==> src/rtl/ad80305_dc_cal_ctrl.sv <==
// DC-offset calibration FSM and correction stage for the AD80305 RX I/Q stream.
// Latency: 1 clock sample-in to sample-out. No backpressure; strobe gaps only stall counting.
// Optional AD80305_DC_CAL_IIR_EN: smooth successive estimates (corr += (est - corr) >>> 2).
module ad80305_dc_cal_ctrl #(
   parameter int DW         = 12,
   parameter int CORR_W     = 8,
   parameter int LOG2_N     = 10,
   parameter int SETTLE_CYC = 256,
   parameter int PERIOD_CYC = 125000
) (
   input  logic              i_fpga_clk_125p,
   input  logic              i_fpga_rst_125p,
   input  logic              i_cal_start,
   input  logic              i_auto_en,
   input  logic              i_dc_bypass,
   input  logic              i_dc_set_sw,
   input  logic [CORR_W-1:0] i_dc_corr_idata,
   input  logic [CORR_W-1:0] i_dc_corr_qdata,
   input  logic              i_iqdata_fp,
   input  logic [DW-1:0]     i_idata,
   input  logic [DW-1:0]     i_qdata,
   output logic              o_iqdata_fp,
   output logic [DW-1:0]     o_idata,
   output logic [DW-1:0]     o_qdata,
   output logic [DW-1:0]     o_aver_idata,
   output logic [DW-1:0]     o_aver_qdata,
   output logic [CORR_W-1:0] o_corr_idata,
   output logic [CORR_W-1:0] o_corr_qdata,
   output logic              o_cal_busy,
   output logic              o_cal_done,
   output logic              o_corr_sat
);

   localparam int AW      = DW + LOG2_N;
   localparam int NSMP    = 1 << LOG2_N;
   localparam int CNT_MAX = (SETTLE_CYC > NSMP) ? SETTLE_CYC : NSMP;
   localparam int CW      = $clog2(CNT_MAX + 1);
   localparam int PW      = $clog2(PERIOD_CYC + 1);

   typedef enum logic [2:0] {
      S_IDLE,
      S_SETTLE,
      S_ACCUM,
      S_UPDATE,
      S_WAIT
   } state_t;

   state_t                   state, state_nxt;
   logic [CW-1:0]            cnt;
   logic [PW-1:0]            per_cnt;
   logic signed [AW-1:0]     acc_i, acc_q;
   logic [CORR_W-1:0]        corr_i, corr_q;

   logic                     per_exp, settle_last, accum_last;
   logic [DW:0]              dif_i, dif_q;
   logic [DW-1:0]            cor_i, cor_q;
   logic signed [AW-1:0]     mean_i, mean_q;
   logic                     clip_i, clip_q;
   logic signed [CORR_W-1:0] est_i, est_q;
   logic [CORR_W-1:0]        new_i, new_q;

   assign per_exp     = (per_cnt == PW'(PERIOD_CYC - 1));
   assign settle_last = i_iqdata_fp && (cnt == CW'(SETTLE_CYC - 1));
   assign accum_last  = i_iqdata_fp && (cnt == CW'(NSMP - 1));

   // Correction path: one extra bit of headroom, then clip back to DW.
   assign dif_i = {i_idata[DW-1], i_idata} - {{(DW+1-CORR_W){corr_i[CORR_W-1]}}, corr_i};
   assign dif_q = {i_qdata[DW-1], i_qdata} - {{(DW+1-CORR_W){corr_q[CORR_W-1]}}, corr_q};
   assign cor_i = (dif_i[DW] != dif_i[DW-1]) ? {dif_i[DW], {(DW-1){~dif_i[DW]}}} : dif_i[DW-1:0];
   assign cor_q = (dif_q[DW] != dif_q[DW-1]) ? {dif_q[DW], {(DW-1){~dif_q[DW]}}} : dif_q[DW-1:0];

   // Mean fits CORR_W only if every bit above the CORR_W sign bit matches it.
   assign mean_i = acc_i >>> LOG2_N;
   assign mean_q = acc_q >>> LOG2_N;
   assign clip_i = !((&mean_i[AW-1:CORR_W-1]) || !(|mean_i[AW-1:CORR_W-1]));
   assign clip_q = !((&mean_q[AW-1:CORR_W-1]) || !(|mean_q[AW-1:CORR_W-1]));
   assign est_i  = clip_i ? {mean_i[AW-1], {(CORR_W-1){~mean_i[AW-1]}}} : mean_i[CORR_W-1:0];
   assign est_q  = clip_q ? {mean_q[AW-1], {(CORR_W-1){~mean_q[AW-1]}}} : mean_q[CORR_W-1:0];

`ifdef AD80305_DC_CAL_IIR_EN
   logic signed [CORR_W:0] step_i, step_q, sum_i, sum_q;

   assign step_i = ($signed({est_i[CORR_W-1], est_i}) - $signed({corr_i[CORR_W-1], corr_i})) >>> 2;
   assign step_q = ($signed({est_q[CORR_W-1], est_q}) - $signed({corr_q[CORR_W-1], corr_q})) >>> 2;
   assign sum_i  = $signed({corr_i[CORR_W-1], corr_i}) + step_i;
   assign sum_q  = $signed({corr_q[CORR_W-1], corr_q}) + step_q;
   assign new_i  = (sum_i[CORR_W] != sum_i[CORR_W-1]) ?
                   {sum_i[CORR_W], {(CORR_W-1){~sum_i[CORR_W]}}} : sum_i[CORR_W-1:0];
   assign new_q  = (sum_q[CORR_W] != sum_q[CORR_W-1]) ?
                   {sum_q[CORR_W], {(CORR_W-1){~sum_q[CORR_W]}}} : sum_q[CORR_W-1:0];
`else
   assign new_i = est_i;
   assign new_q = est_q;
`endif

   always_comb begin
      state_nxt = state;
      case (state)
         S_IDLE:
            if (!i_dc_set_sw && (i_cal_start || (i_auto_en && per_exp)))
               state_nxt = S_SETTLE;
         S_SETTLE:
            if (i_dc_set_sw)      state_nxt = S_IDLE;
            else if (settle_last) state_nxt = S_ACCUM;
         S_ACCUM:
            if (i_dc_set_sw)      state_nxt = S_IDLE;
            else if (accum_last)  state_nxt = S_UPDATE;
         S_UPDATE:
            if (!i_dc_set_sw && i_auto_en) state_nxt = S_WAIT;
            else                           state_nxt = S_IDLE;
         S_WAIT:
            if (!i_auto_en)
               state_nxt = S_IDLE;
            else if (!i_dc_set_sw && (i_cal_start || per_exp))
               state_nxt = S_SETTLE;
         default:
            state_nxt = S_IDLE;
      endcase
   end

   always_ff @(posedge i_fpga_clk_125p) begin
      if (!i_fpga_rst_125p) begin
         state        <= S_IDLE;
         cnt          <= '0;
         per_cnt      <= '0;
         acc_i        <= '0;
         acc_q        <= '0;
         corr_i       <= '0;
         corr_q       <= '0;
         o_iqdata_fp  <= 1'b0;
         o_idata      <= '0;
         o_qdata      <= '0;
         o_aver_idata <= '0;
         o_aver_qdata <= '0;
         o_cal_done   <= 1'b0;
         o_corr_sat   <= 1'b0;
      end else begin
         state      <= state_nxt;
         o_cal_done <= 1'b0;

         if ((state == S_IDLE || state == S_WAIT) && i_auto_en && !per_exp)
            per_cnt <= per_cnt + 1'b1;
         else
            per_cnt <= '0;

         if (state_nxt == S_SETTLE && state != S_SETTLE) begin
            cnt   <= '0;
            acc_i <= '0;
            acc_q <= '0;
         end else if (state == S_SETTLE && i_iqdata_fp) begin
            cnt <= settle_last ? '0 : cnt + 1'b1;
         end else if (state == S_ACCUM && i_iqdata_fp) begin
            cnt   <= cnt + 1'b1;
            acc_i <= acc_i + {{LOG2_N{i_idata[DW-1]}}, i_idata};
            acc_q <= acc_q + {{LOG2_N{i_qdata[DW-1]}}, i_qdata};
         end

         // Manual words win over any in-flight estimate.
         if (i_dc_set_sw) begin
            corr_i <= i_dc_corr_idata;
            corr_q <= i_dc_corr_qdata;
         end else if (state == S_UPDATE) begin
            corr_i       <= new_i;
            corr_q       <= new_q;
            o_aver_idata <= mean_i[DW-1:0];
            o_aver_qdata <= mean_q[DW-1:0];
            o_corr_sat   <= clip_i || clip_q;
            o_cal_done   <= 1'b1;
         end

         o_iqdata_fp <= i_iqdata_fp;
         if (i_iqdata_fp) begin
            o_idata <= i_dc_bypass ? i_idata : cor_i;
            o_qdata <= i_dc_bypass ? i_qdata : cor_q;
         end
      end
   end

   assign o_corr_idata = corr_i;
   assign o_corr_qdata = corr_q;
   assign o_cal_busy   = (state == S_SETTLE) || (state == S_ACCUM) || (state == S_UPDATE);

endmodule

==> config.mk <==
export PLATFORM = sky130hd
export DESIGN_NAME = ad80305_dc_cal_ctrl
export DESIGN_NICKNAME = d
export VERILOG_FILES = /design/src/rtl/ad80305_dc_cal_ctrl.sv
export SDC_FILE = /design/constraint.sdc
export NUM_CORES = 1
export LEC_CHECK = 0
export CAP_MARGIN = 20
export CORE_ASPECT_RATIO = 0.5
export CORE_UTILIZATION = 57
export DETAILED_ROUTE_END_ITERATION = 16
export GPL_TIMING_DRIVEN = 0
export PLACE_DENSITY = 0.92
export SLEW_MARGIN = 20
export SYNTH_ARGS = -nofsm -noshare
export SYNTH_HDL_FRONTEND = slang
export SYNTH_SLANG_ARGS = --single-unit
==> constraint.sdc <==
create_clock -name i_fpga_clk_125p -period 3.92 [get_ports i_fpga_clk_125p]
set_input_delay 0.98 -clock i_fpga_clk_125p [delete_from_list [all_inputs] [get_ports i_fpga_clk_125p]]
set_output_delay 0.98 -clock i_fpga_clk_125p [all_outputs]
set_load 0.05 [all_outputs]
== After elaboration in Yosys (flattened, before gate mapping) ==
Index checks and enable logic that the tools add are counted.
Storage, ports and cells
  bits in latches: 0
  bits in registers: 142
  ROM bits: 0
  memories: 0
  bits in writable memories: 0
  word-level logic and storage cells: 98
Operators by class
  equal/unequal tests: 11
  add/sub/neg operators: 6
  $mul: 0
  multiplexer cells: 23
  reduce and logical (&&, ||, !) cells: 37
  $lt $le $gt $ge: 0
  bitwise gates (word level): 7
  shift operators: 0
  divide/modulo/power cells: 0
Operator list (count)
  $mux 12: 4
  $mux 8: 6
  $add 22x22->22: 2
  $mux 11: 3
  $sub 12x8->13: 2
  $mux 3: 8
  $add 17x1->17 const B: 1
  $eq 17x17->1 const B: 1
  $pmux 3 s5: 1
  $add 11x1->11 const B: 1
  $eq 11x10->1 const B: 1
  $eq 11x8->1 const B: 1
  $logic_and 1x1->1: 11
  $reduce_and 5->1: 2
  $reduce_or 5->1: 2
  $logic_or 1x1->1: 8
  $not 1->1: 7
  $eq 3x1->1 const B: 2
  $eq 3x2->1 const B: 2
  $logic_not 1->1: 6
  $reduce_and 2->1: 3
  $reduce_bool 2->1: 2
  $reduce_or 2->1: 2
  $eq 3x3->1 const B: 1
  4 further kinds: 5

== Logic depth before layout (Yosys ltp) ==
Gate-level depths: netlist of the first run.
  depth in word-level cells: 9
  depth in mapped cells: 12

== Worst setup path after synthesis of the first run ==
No wires, ideal clock.
  path kind: input-to-reg
  start point: input i_idata[2]
  end point: register o_idata[0]
  setup slack: 0.730 ns
  cell stages on the path: 9
  arrival: 3.060 ns
  path buffers: 0
  setup time: 0.130 ns
  path through: ha_1 -> nor2b_1 -> o21ai_1 -> a21boi_1 -> o41a_1 -> a21o_1 -> maj3_1 -> a2111oi_0 -> o31ai_1
Between the ends
  longest elaborated chain between the ends: 4
  elaborated cells between the ends (all ways): 5
Ends and longest elaborated chain
  from (decl): RTL line 20  | input logic [DW-1:0] i_idata,
  $sub 12x8->13 *: RTL line 67  | assign dif_i = {i_idata[DW-1], i_idata} - {{(DW+1-CORR_W){corr_i[CORR_W-1]}}, corr_i};
  $ne 1x1->1 / $not 1->1 (equally long branches): RTL line 69  | assign cor_i = (dif_i[DW] != dif_i[DW-1]) ? {dif_i[DW], {(DW-1){~dif_i[DW]}}} : dif_i[DW-1:0];
  $mux 12 *: RTL line 69
  $mux 12 *: RTL line 173  | o_idata <= i_dc_bypass ? i_idata : cor_i;
  to (signal assigned): RTL line 173
  to (decl): RTL line 23  | output logic [DW-1:0] o_idata,
Mark *: on every way between the ends. The rest lies on a longest branch, timed or not.
A chain may end at the register's enable or synchronous reset.

== Worst setup path after layout of the first run ==
  start point: input i_qdata[11]
  end point: register acc_q[21]
Between the ends
  longest elaborated chain between the ends: 1
Ends and longest elaborated chain
  from (decl): RTL line 21  | input logic [DW-1:0] i_qdata,
  $add 22x22->22: RTL line 155  | acc_q <= acc_q + {{LOG2_N{i_qdata[DW-1]}}, i_qdata};
  to (signal assigned): RTL line 155
  to (decl): RTL line 51  | logic signed [AW-1:0] acc_i, acc_q;
Every way passes these cells.

==> metrics.yaml, run 1 <==
hold_path:
  hold_class: "flip-flop to flip-flop"
final_layout:
  drive_above_1_share_pct: 3.83
  final_nets: 1412
  layout_commonest_cell: "nand2_1"
  n_antenna_cell: 0
  n_fill_cell: 1147
  syn2layout_area_growth_pct: 22.9
  final_cell_mix: "nand2_1, dfxtp_1, a21oi_1"
power_and_ir_drop:
  p_per_area_nw_per_um2: 372
  p_total_uw: 4140
  switchingPower_uw: 1180
  swShare_pct: 28.4
  p_clk_share_pct: 45.5
  pwr-share-seq_pct: 36.4
  power_frac_comb_pct: 18.1
  p_leak_uw: 0.00424
  peakVddDrop_v: 0.000277
  internal_power_uw: 2960
timing:
  post-route-period-util_pct: 97.1
  maxSlewViolCount: 0
  hold_violations: 0
  slew_headroom_pct: 46.6
  fin_skew_ns: 0.0104
  fmaxAchievable_mhz: 263
  tightest_slew_ns: 0.801
  period_needed_ns: 3.81
  finalSetupViolations: 0
  tns_ns: 0
worst_setup_path:
  cp.arrival_ns: 4.18
  worstPathMaxFanout: 14
  cp_slowest_cell: "clkdlybuf4s50_1"
  criticalPathCategory: "primary input to flip-flop"
  crit_top_cell: "nand2_1"
  regToRegSetupSlack_ns: 0.76
  critPathBufInv: 1
  cp-start-kind: "primary input"
  path_cells: "clkdlybuf4s50_1, ha_1, a21oi_1, nand2_1, a21o_1, a221o_1, and3_1, or4b_1, nand2_1"
  cp_top_family: "compound AO/OA/AOI/OAI gates"
  critPathCaptureType: "flip-flop"
  required_ns: 4.29
  slowest_delay_ns: 0.80
yosys:
  synth_top_flop_cell: "dfxtp_1"
  syn_inst: 1160
  synth-edff-count: 0
  ys_warn_count: 0
  ys_seq_area_share_pct: 31.4
  synthArstFlopShare_pct: 0
  ys_ff_latch: 142
  syn_nets: 1279
  yosysUniqueCellTypes: 73
  syn_area_per_cell_um2: 7.81
  syn_area_um2: 9060
clock_tree:
  cts-root-buf: "clkbuf_16"
  clock_path_buffers: 2
  clkTransAtPathRegs_ns: 0.06
  cts_max_level: 4
  cts_sinks: 142
  cts_buffers: 17
  cts_hold_buf: 0
  insertion_delay_ns: 0.43
  tritoncts: "yes"
placed_design:
  place_congestion: 0.958
  port-buffer-count: 113
  dp_hpwl_mm: 21.1
detailed_routing:
  routedWlPerCell_um: 19.0
  drt-pass1-iter-count: 7
  ant_nets: 0
  route.detailed.drc: 0
  drt_iter0_drc: 1009
  num_vias: 9663
  drt-total-wl_mm: 28.7
  via_per_inst: 6.40
global_route:
  grt_pass1_vias: 9167
  grt_pass1_wl_mm: 45.6
  gr-usage-all-layers_pct: 34.7
  grt_antenna_before_repair: 0
  grt_overflow: 0
  grt_max_degree: 17
floorplanning:
  num_io_pins: 115
  die_h_um: 91.2
  fp-row-count: 32
  die_w_um: 180
  dieArea_um2: 16400
  initial_core_util_pct: 58.6
  core_um2: 15500
job:
  maxCapViolations: 0
run_status:
  status: "completed"
## synthesized netlist by cell type, types with 5 or more instances
library cell | count | area share [%]
nand2_1 | 145 | 6.0
dfxtp_1 | 142 | 31
a21oi_1 | 126 | 7.0
nor2_1 | 98 | 4.1
ha_1 | 68 | 9.4
o21ai_0 | 57 | 3.1
nand3_1 | 51 | 2.8
clkbuf_1 | 42 | 1.7
inv_1 | 41 | 1.7
xnor2_1 | 32 | 3.1
a211oi_1 | 28 | 2.3
a21boi_0 | 28 | 2.3
nor2b_1 | 28 | 1.9
nor3_1 | 23 | 1.3
xor2_1 | 23 | 2.2
a21o_1 | 19 | 1.6
and3_1 | 15 | 1.0
nand2b_1 | 13 | 0.90
o21a_1 | 13 | 1.1
a31oi_1 | 11 | 0.76
or3_1 | 11 | 0.76
and2_1 | 9 | 0.62
nand4_1 | 8 | 0.55
o31ai_1 | 8 | 0.66
o221ai_1 | 7 | 0.68
a2111oi_0 | 6 | 0.58
a22oi_1 | 6 | 0.50
nor4_1 | 6 | 0.41
o21ai_1 | 6 | 0.33
buf_2 | 5 | 0.28
nand3b_1 | 5 | 0.41
o211ai_1 | 5 | 0.41
## flip-flops by register name, summed over array words and instances, names as in the netlist
signal,count
o_aver_idata,12
cnt,11
state,3
o_idata,12
acc_i,22
o_iqdata_fp,1
o_aver_qdata,12
per_cnt,17
acc_q,22
o_corr_sat,1
o_cal_done,1
o_corr_idata,8
o_qdata,12
o_corr_qdata,8
## final timing paths
| path | startpoint | to | cells past startpoint |
|---|---|---|---|
| worst max-delay path | i_qdata[11] | acc_q[21] | 9 |
| worst min-delay path | acc_i[8] | acc_i[8] | 2 |
| worst max register to register | o_corr_idata[1] | o_idata[3] | 11 |
| worst min register to register | acc_i[8] | acc_i[8] | 2 |
## logic make-up (layout without fill, tap and decap cells)
family / after synthesis / in the layout / share of synthesized area, %
multiplexers: 3 / 3 / 0.331
adder cells (fa/ha/maj): 74 / 74 / 10.5
AO/OA/AOI/OAI: 361 / 361 / 25.6
flip-flops: 142 / 142 / 31.4
XOR/XNOR: 55 / 55 / 5.31
AND/OR/NAND/NOR: 433 / 433 / 23.0
buffers and inverters: 92 / 238 / 3.88
## area by class of cell
cell class	instances	area, um^2	share of cell area [%]
Buffer	50	194	1.74
Multi-Input combinational cell	926	5880	52.8
Clock buffer	19	433	3.89
Clock inverter	13	235	2.11
Sequential cell	142	2840	25.5
Tap cell	204	255	2.29
Timing Repair Buffer	114	1140	10.2
Inverter	42	158	1.42
## worst reg2reg max path, cell delays in order, from the launching register on
cell     delay [ns]
dfxtp_1        0.50
inv_1          0.09
ha_1           0.27
nor2b_1        0.14
o31a_1         0.27
o31ai_1        0.52
a31o_2         0.29
buf_2          0.21
and2_1         0.18
nor2_1         0.05
o31a_1         0.39
a21oi_1        0.17
## timing repair
item / CTS / global route
setup endpoints to repair: 0 / 12
buffers inserted: 0 / 1
resized for setup: 0 / 3
## power by group through the flow
stage | clock network (uW) | logic (uW) | registers (uW)
floorplan | 0 | 375 | 1640
global placement | 0 | 698 | 1530
detailed placement | 0 | 721 | 1540
CTS | 1880 | 727 | 1500
global route | 1940 | 798 | 1510
finish | 1880 | 749 | 1500
## layer usage
layer	global-route usage (%)	vias up	share of wire, %
li1	-	4461	-
met1	41.9	4539	40
met2	57.8	530	45
met3	8.26	133	11
met4	18.3	0	4.7
met5	0	-	0
## through the flow
| stage | util (%) | area [um^2] | hold WS, ns | instances | setup slack, ns |
|---|---|---|---|---|---|
| detailed placement | 67.6 | 10500 | 0.448 | 1477 | -0.307 |
| floorplan | - | 9060 | 0.436 | 1160 | 0.730 |
| global route | 72.1 | 11100 | 0.479 | 1510 | -0.0513 |
| global placement | 67.6 | 10500 | 0.442 | 1477 | -0.194 |
| CTS | 71.9 | 11100 | 0.457 | 1509 | 0.120 |
| finish | 72.1 | 11100 | 0.454 | 1510 | 0.112 |
No activity file was read; power rests on OpenSTA's default activity.
==> run 2, diff against run 1 <==
--- a/config.mk
+++ b/config.mk
@@ -5,12 +5,13 @@
 export SDC_FILE = /design/constraint.sdc
 export NUM_CORES = 1
 export LEC_CHECK = 0
+export ABC_CLOCK_PERIOD_IN_PS = 3920
 export CAP_MARGIN = 20
 export CORE_ASPECT_RATIO = 0.5
 export CORE_UTILIZATION = 57
 export DETAILED_ROUTE_END_ITERATION = 16
 export GPL_TIMING_DRIVEN = 0
-export PLACE_DENSITY = 0.92
+export PLACE_DENSITY = 0.82
 export SLEW_MARGIN = 20
 export SYNTH_ARGS = -nofsm -noshare
 export SYNTH_HDL_FRONTEND = slang
==> run 2 against run 1 <==
  * Core utilization is 1.0 points lower
  * First-iteration DRC count fell by 19%
  * Clock power down 22%
  * Wire length fell by 7.2%
  * Hold slack improved by 0.00077 ns
  * Die area did not move
  * Total power down 10%
  * Register-to-register slack better by 0.17 ns
  * Critical endpoint unchanged
  * Clock skew shrank 0.0026 ns
  * Critical path depth did not move
  * Sequential cell count is the same
  * Highest routed layer unchanged
  * Non-clock buffer count unchanged
  * Largest cell class unchanged
==> metrics.yaml, run 2 (synthesized netlist as in run 1, its figures left out) <==
run_status:
  status: "completed"
global_route:
  grt_antenna_before_repair: 0  # unchanged
  grt_overflow: 0  # unchanged
  grt_max_degree: 17  # unchanged
  grt_pass1_wl_mm: 43.1  # -5.4%
  gr-usage-all-layers_pct: 32.6  # -2.1 points
  grt_pass1_vias: 8762  # -4.4%
power_and_ir_drop:
  p_leak_uw: 0.00419  # -1.3%
  peakVddDrop_v: 0.000320  # +15%
  p_per_area_nw_per_um2: 338  # -9.1%
clock_tree:
  cts_sinks: 142  # unchanged
  cts_buffers: 17  # unchanged
  clkTransAtPathRegs_ns: 0.06  # about the same
  cts_max_level: 4  # unchanged
  clock_path_buffers: 2  # unchanged
  insertion_delay_ns: 0.43  # about the same
  cts_hold_buf: 0  # unchanged
  tritoncts: "yes"
  cts-root-buf: "clkbuf_16"
worst_setup_path:
  reg2reg_depth: 10  # -1
  regToRegSetupSlack_ns: 0.93  # +0.17 ns
  required_ns: 4.29  # about the same
  r2r_start: "o_corr_idata[2]"
  reg2reg_to: "o_idata[1]"
  cp-start-kind: "primary input"
  cp-endpoint: "acc_q[21]"
  worstPathMaxFanout: 14  # unchanged
  worstSetupStartpoint: "i_qdata[11]"
  cp.arrival_ns: 4.11  # -0.07 ns
  criticalPathCategory: "primary input to flip-flop"
  critPathCaptureType: "flip-flop"
timing:
  rsz0062_at_grt: "no"
  maxSlewViolCount: 0  # unchanged
  finalSetupViolations: 0  # unchanged
  fin_skew_ns: 0.00776  # -0.00260 ns
  post-route-period-util_pct: 95.3  # -1.8 points
  fmaxAchievable_mhz: 268  # +1.9%
  hold_violations: 0  # unchanged
  tns_ns: 0  # unchanged
  slew_headroom_pct: 40.1  # -6.5 points
  period_needed_ns: 3.74  # -0.0718 ns
  tightest_slew_ns: 0.895  # +0.0942 ns
final_layout:
  n_antenna_cell: 0  # unchanged
  final_nets: 1412  # unchanged
  fin_area_um2: 11000  # -1.4%
  drive_above_1_share_pct: 3.52  # -0.30 points
  syn2layout_area_growth_pct: 21.2
  layout_commonest_cell: "nand2_1"
  reg.largest.list: "acc_i x22, acc_q x22, per_cnt x17"
  final_cell_mix: "nand2_1, dfxtp_1, a21oi_1"
floorplanning:
  core_um2: 15500  # unchanged
  dieArea_um2: 16400  # unchanged
  num_io_pins: 115  # unchanged
  fp-row-count: 32  # unchanged
  die_w_um: 180  # unchanged
  die_h_um: 91.2  # unchanged
  initial_core_util_pct: 58.6  # unchanged
detailed_routing:
  ant_nets: 0  # unchanged
  via_per_inst: 6.19  # -3.3%
  drt_iter0_drc: 815  # -19%
  drt-pass1-iter-count: 5  # -2
  route.detailed.drc: 0  # unchanged
  routedWlPerCell_um: 17.7  # -7.2%
  num_vias: 9336  # -3.4%
  drt-total-wl_mm: 26.7  # -7.2%
placed_design:
  port-buffer-count: 113  # unchanged
  place_area_um2: 10500  # unchanged
  place_congestion: 0.951  # -0.68%
  dp_hpwl_mm: 19.9  # -5.3%
hold_path:
  hold_class: "flip-flop to flip-flop"
job:
  maxCapViolations: 0  # unchanged
[run 2: cell count changes in the layout (fill, tap and decap cells not counted), sizes merged]
cell and delta:
clkbuf +5, inv -2, clkinv +4, clkinvlp -2, bufinv -6
[run 2: cell type report]
class | count | area (um^2)
inverters | 42 | 158
well taps | 204 | 255
plain buffers | 50 | 194
multi-input cells | 926 | 5870
repair buffers | 114 | 1140
clock buffers | 24 | 482
clock inverters | 7 | 38.8
fillers | 1280 | 4470
flip-flops and latches | 142 | 2840
[run 2: how the worst min path moves through the flow]
| stage | startpoint | to | cells after the start |
|---|---|---|---|
| after floorplan | acc_i[4] | acc_i[4] | 2 |
| after global placement | acc_q[6] | acc_q[6] | 2 |
| after detailed placement | acc_q[4] | acc_q[4] | 2 |
| after CTS | acc_q[4] | acc_q[4] | 2 |
| after global routing | acc_q[5] | acc_q[5] | 2 |
| final | acc_q[4] | acc_q[4] | 2 |
[run 2: worst max-delay path: stages]
cell and delay (ns):
clkdlybuf4s50_1 0.77, ha_1 0.57, a21o_1 0.21, a21o_1 0.19, or3_1 0.30, a221o_1 0.30, and3_1 0.19, or4b_1 0.49
nand2_1 0.09
[run 2: metal layers]
metal  GRT usage [%]  up-vias  wire, um
li1                -     4453         -
met1            42.0     4392     11600
met2            54.1      423     12100
met3            6.22       68      2270
met4            13.1        0       717
met5               0        -         0
[run 2: what timing repair did]
item,4_1_cts,5_1_grt
setup endpoints to repair,0,10
gates resized for setup,0,3
buffers inserted,0,1
[run 2: report_power, final]
group | internal, uW | switching [uW] | total [uW]
Sequential | 1480 | 25.0 | 1500
Combinational | 284 | 453 | 737
Clock | 849 | 622 | 1470
Total | 2610 | 1100 | 3710
[run 2: metrics by stage]
step | utilization (%) | hold WS (ns) | cells | power (uW) | setup slack [ns]
2_1_floorplan | - | 0.436 | 1160 | 2020 | 0.730
3_3_place_gp | 67.6 | 0.443 | 1477 | 2230 | -0.229
3_5_place_dp | 67.6 | 0.449 | 1477 | 2250 | -0.331
4_1_cts | 71.0 | 0.457 | 1508 | 3690 | 0.0789
5_1_grt | 71.1 | 0.480 | 1509 | 3840 | 0.00554
6_report | 71.1 | 0.455 | 1509 | 3710 | 0.184
==> run 3, diff against run 2 <==
--- a/config.mk
+++ b/config.mk
@@ -7,7 +7,7 @@
 export LEC_CHECK = 0
 export ABC_CLOCK_PERIOD_IN_PS = 3920
 export CAP_MARGIN = 20
-export CORE_ASPECT_RATIO = 0.5
+export CORE_ASPECT_RATIO = 0.8
 export CORE_UTILIZATION = 57
 export DETAILED_ROUTE_END_ITERATION = 16
 export GPL_TIMING_DRIVEN = 0
==> run 3 against run 2 <==
  * Total power up 8.7%
  * Register-to-register slack worse by 0.06 ns
  * Hold slack better by 0.0042 ns
  * Maximum frequency is 0.47% higher
  * Critical path depth unchanged
  * Non-clock buffer count unchanged
  * Design area grew 1.2%
  * Sequential share of layout area decreased by 0.32 points
  * Count of clock-buffer cells in the layout down 3
  * Die area fell by 0.17%
  * Clock power increased by 22%
  * Clock skew rose by 0.0019 ns
==> metrics.yaml, run 3 (synthesized netlist as in run 1, its figures left out) <==
clock_tree:
  cts-root-buf: "clkbuf_16"
  cts_max_level: 4  # unchanged
  cts_hold_buf: 0  # unchanged
  cts_buffers: 17  # unchanged
  clkTransAtPathRegs_ns: 0.06  # about the same
  cts_sinks: 142  # unchanged
  insertion_delay_ns: 0.43  # about the same
  tritoncts: "yes"
  clock_path_buffers: 2  # unchanged
global_route:
  grt_max_degree: 17  # unchanged
  grt_pass1_vias: 8461  # -3.4%
  grt_pass1_wl_mm: 42.8  # -0.58%
  grt_overflow: 0  # unchanged
  gr-usage-all-layers_pct: 33.3  # +0.61 points
  grt_antenna_before_repair: 0  # unchanged
worst_setup_path:
  required_ns: 4.30  # about the same
  critPathCaptureType: "flip-flop"
  criticalPathCategory: "primary input to flip-flop"
  regToRegSetupSlack_ns: 0.87  # -0.06 ns
  reg2reg_to: "o_idata[0]"
  r2r_start: "o_corr_idata[7]"
  cp-start-kind: "primary input"
  reg2reg_depth: 11  # +1
  worstPathMaxFanout: 14  # unchanged
  cp.arrival_ns: 4.10  # about the same
timing:
  maxSlewViolCount: 0  # unchanged
  tightest_slew_ns: 0.813  # -0.0824 ns
  period_needed_ns: 3.72  # -0.0176 ns
  post-route-period-util_pct: 94.9  # -0.45 points
  fin_skew_ns: 0.00970  # +0.00195 ns
  finalSetupViolations: 0  # unchanged
  rsz0062_at_grt: "no"
  slew_headroom_pct: 45.8  # +5.7 points
  fmaxAchievable_mhz: 269  # +0.47%
  setup_ws_ns: 0.201  # +0.0176 ns
  hold_violations: 0  # unchanged
detailed_routing:
  drt-total-wl_mm: 26.7  # about the same
  routedWlPerCell_um: 17.6  # -0.38%
  via_per_inst: 6.13  # -0.92%
  ant_nets: 0  # unchanged
  num_vias: 9293  # -0.46%
  route.detailed.drc: 0  # unchanged
  drt_iter0_drc: 782  # -4.0%
  drt-pass1-iter-count: 7  # +2
floorplanning:
  initial_core_util_pct: 59.4  # +0.73 points
  fp-row-count: 40  # +25%
  die_h_um: 115  # +26%
  die_w_um: 143  # -21%
  dieArea_um2: 16400  # -0.17%
  core_um2: 15300  # -1.2%
  num_io_pins: 115  # unchanged
run_status:
  status: "completed"
hold_path:
  worst_hold_path.endpoint: "acc_q[7]"
  hold_class: "flip-flop to flip-flop"
  worst_hold_startpoint: "acc_q[7]"
  holdPathStages: 2  # unchanged
final_layout:
  reg.largest.list: "acc_i x22, acc_q x22, per_cnt x17"
  drive_above_1_share_pct: 3.83  # +0.30 points
  final_cell_mix: "nand2_1, dfxtp_1, a21oi_1"
  final_nets: 1412  # unchanged
  fin_area_um2: 11100  # +1.2%
  multi_input_area_um2: 5870  # unchanged
  syn2layout_area_growth_pct: 22.7
  ff_latch_area_um2: 2840  # unchanged
  n_antenna_cell: 0  # unchanged
  n_fill_cell: 1230  # -3.9%
  layout_commonest_cell: "nand2_1"
placed_design:
  place_congestion: 0.959  # +0.83%
  port-buffer-count: 113  # unchanged
  dp_hpwl_mm: 19.6  # -1.9%
  place_area_um2: 10500  # about the same
  place_ws_ns: -0.344  # -0.0128 ns
job:
  maxCapViolations: 0  # unchanged
power_and_ir_drop:
  peakVddDrop_v: 0.000321  # +0.45%
  p_per_area_nw_per_um2: 363  # +7.4%
  p_leak_uw: 0.00423  # +1.1%
[run 3: cell count changes in the layout (fill, tap and decap cells not counted)]
cell        previous run  this run
a21boi_0              27        28
a21boi_1               3         2
bufinv_16              0         4
clkbuf_1              46        43
clkinv_2               6         0
clkinv_4               1         3
clkinvlp_4             0         2
inv_6                  0         2
[run 3: repair_timing]
action,4_1_cts,5_1_grt
resized for setup,0,2
setup buffers,0,1
setup endpoints to repair,0,11
[run 3: metrics by stage]
step | power, uW | utilization, % | TNS, ns | hold WS [ns] | instances
detailed placement | 2250 | 68.5 | -2.88 | 0.452 | 1483
floorplan | 2020 | - | 0 | 0.436 | 1160
finish | 4030 | 72.8 | 0 | 0.459 | 1516
global route | 4160 | 72.8 | 0 | 0.476 | 1516
global placement | 2240 | 68.5 | -2.19 | 0.443 | 1483
CTS | 4020 | 72.8 | 0 | 0.459 | 1515
[run 3: cell type report]
class,instances,share of cell area [%]
Timing Repair Buffer,114,10.2
Sequential cell,142,25.6
Buffer,50,1.74
Tap cell,210,2.36
Inverter,42,1.42
Clock inverter,11,1.61
Clock buffer,21,4.23
Multi-Input combinational cell,926,52.8
[run 3: worst max-delay path by stage]
stage,cells after the start,endpoint,slack (ns),startpoint
2_1_floorplan,9,o_idata[0],0.73,i_idata[2]
3_3_place_gp,12,o_qdata[1],-0.28,i_qdata[0]
3_5_place_dp,12,o_qdata[1],-0.34,i_qdata[0]
4_1_cts,12,o_qdata[1],0.06,i_qdata[0]
5_1_grt,13,o_qdata[6],0.04,i_qdata[0]
6_report,9,acc_q[21],0.20,i_qdata[11]
[run 3: per-layer routing]
| layer | track usage, % | wire length, um | vias up |
|---|---|---|---|
| li1 | - | - | 4465 |
| met1 | 45.6 | 12100 | 4350 |
| met2 | 52.6 | 11700 | 419 |
| met3 | 6.54 | 2150 | 59 |
| met4 | 10.6 | 718 | 0 |
| met5 | 0 | 0 | - |
[run 3: critical path, cell delays in order]
cell	delay (ns)
clkdlybuf4s50_1	0.80
ha_1	0.58
a21o_1	0.19
a21o_1	0.18
or3_1	0.30
a221o_1	0.28
and3_1	0.19
or4b_1	0.50
nand2_1	0.07
[run 3: power breakdown]
| group | internal [uW] | switching [uW] | total [uW] |
|---|---|---|---|
| clock network | 1120 | 673 | 1800 |
| registers | 1480 | 24.9 | 1500 |
| logic | 283 | 452 | 735 |
| total | 2890 | 1150 | 4030 |
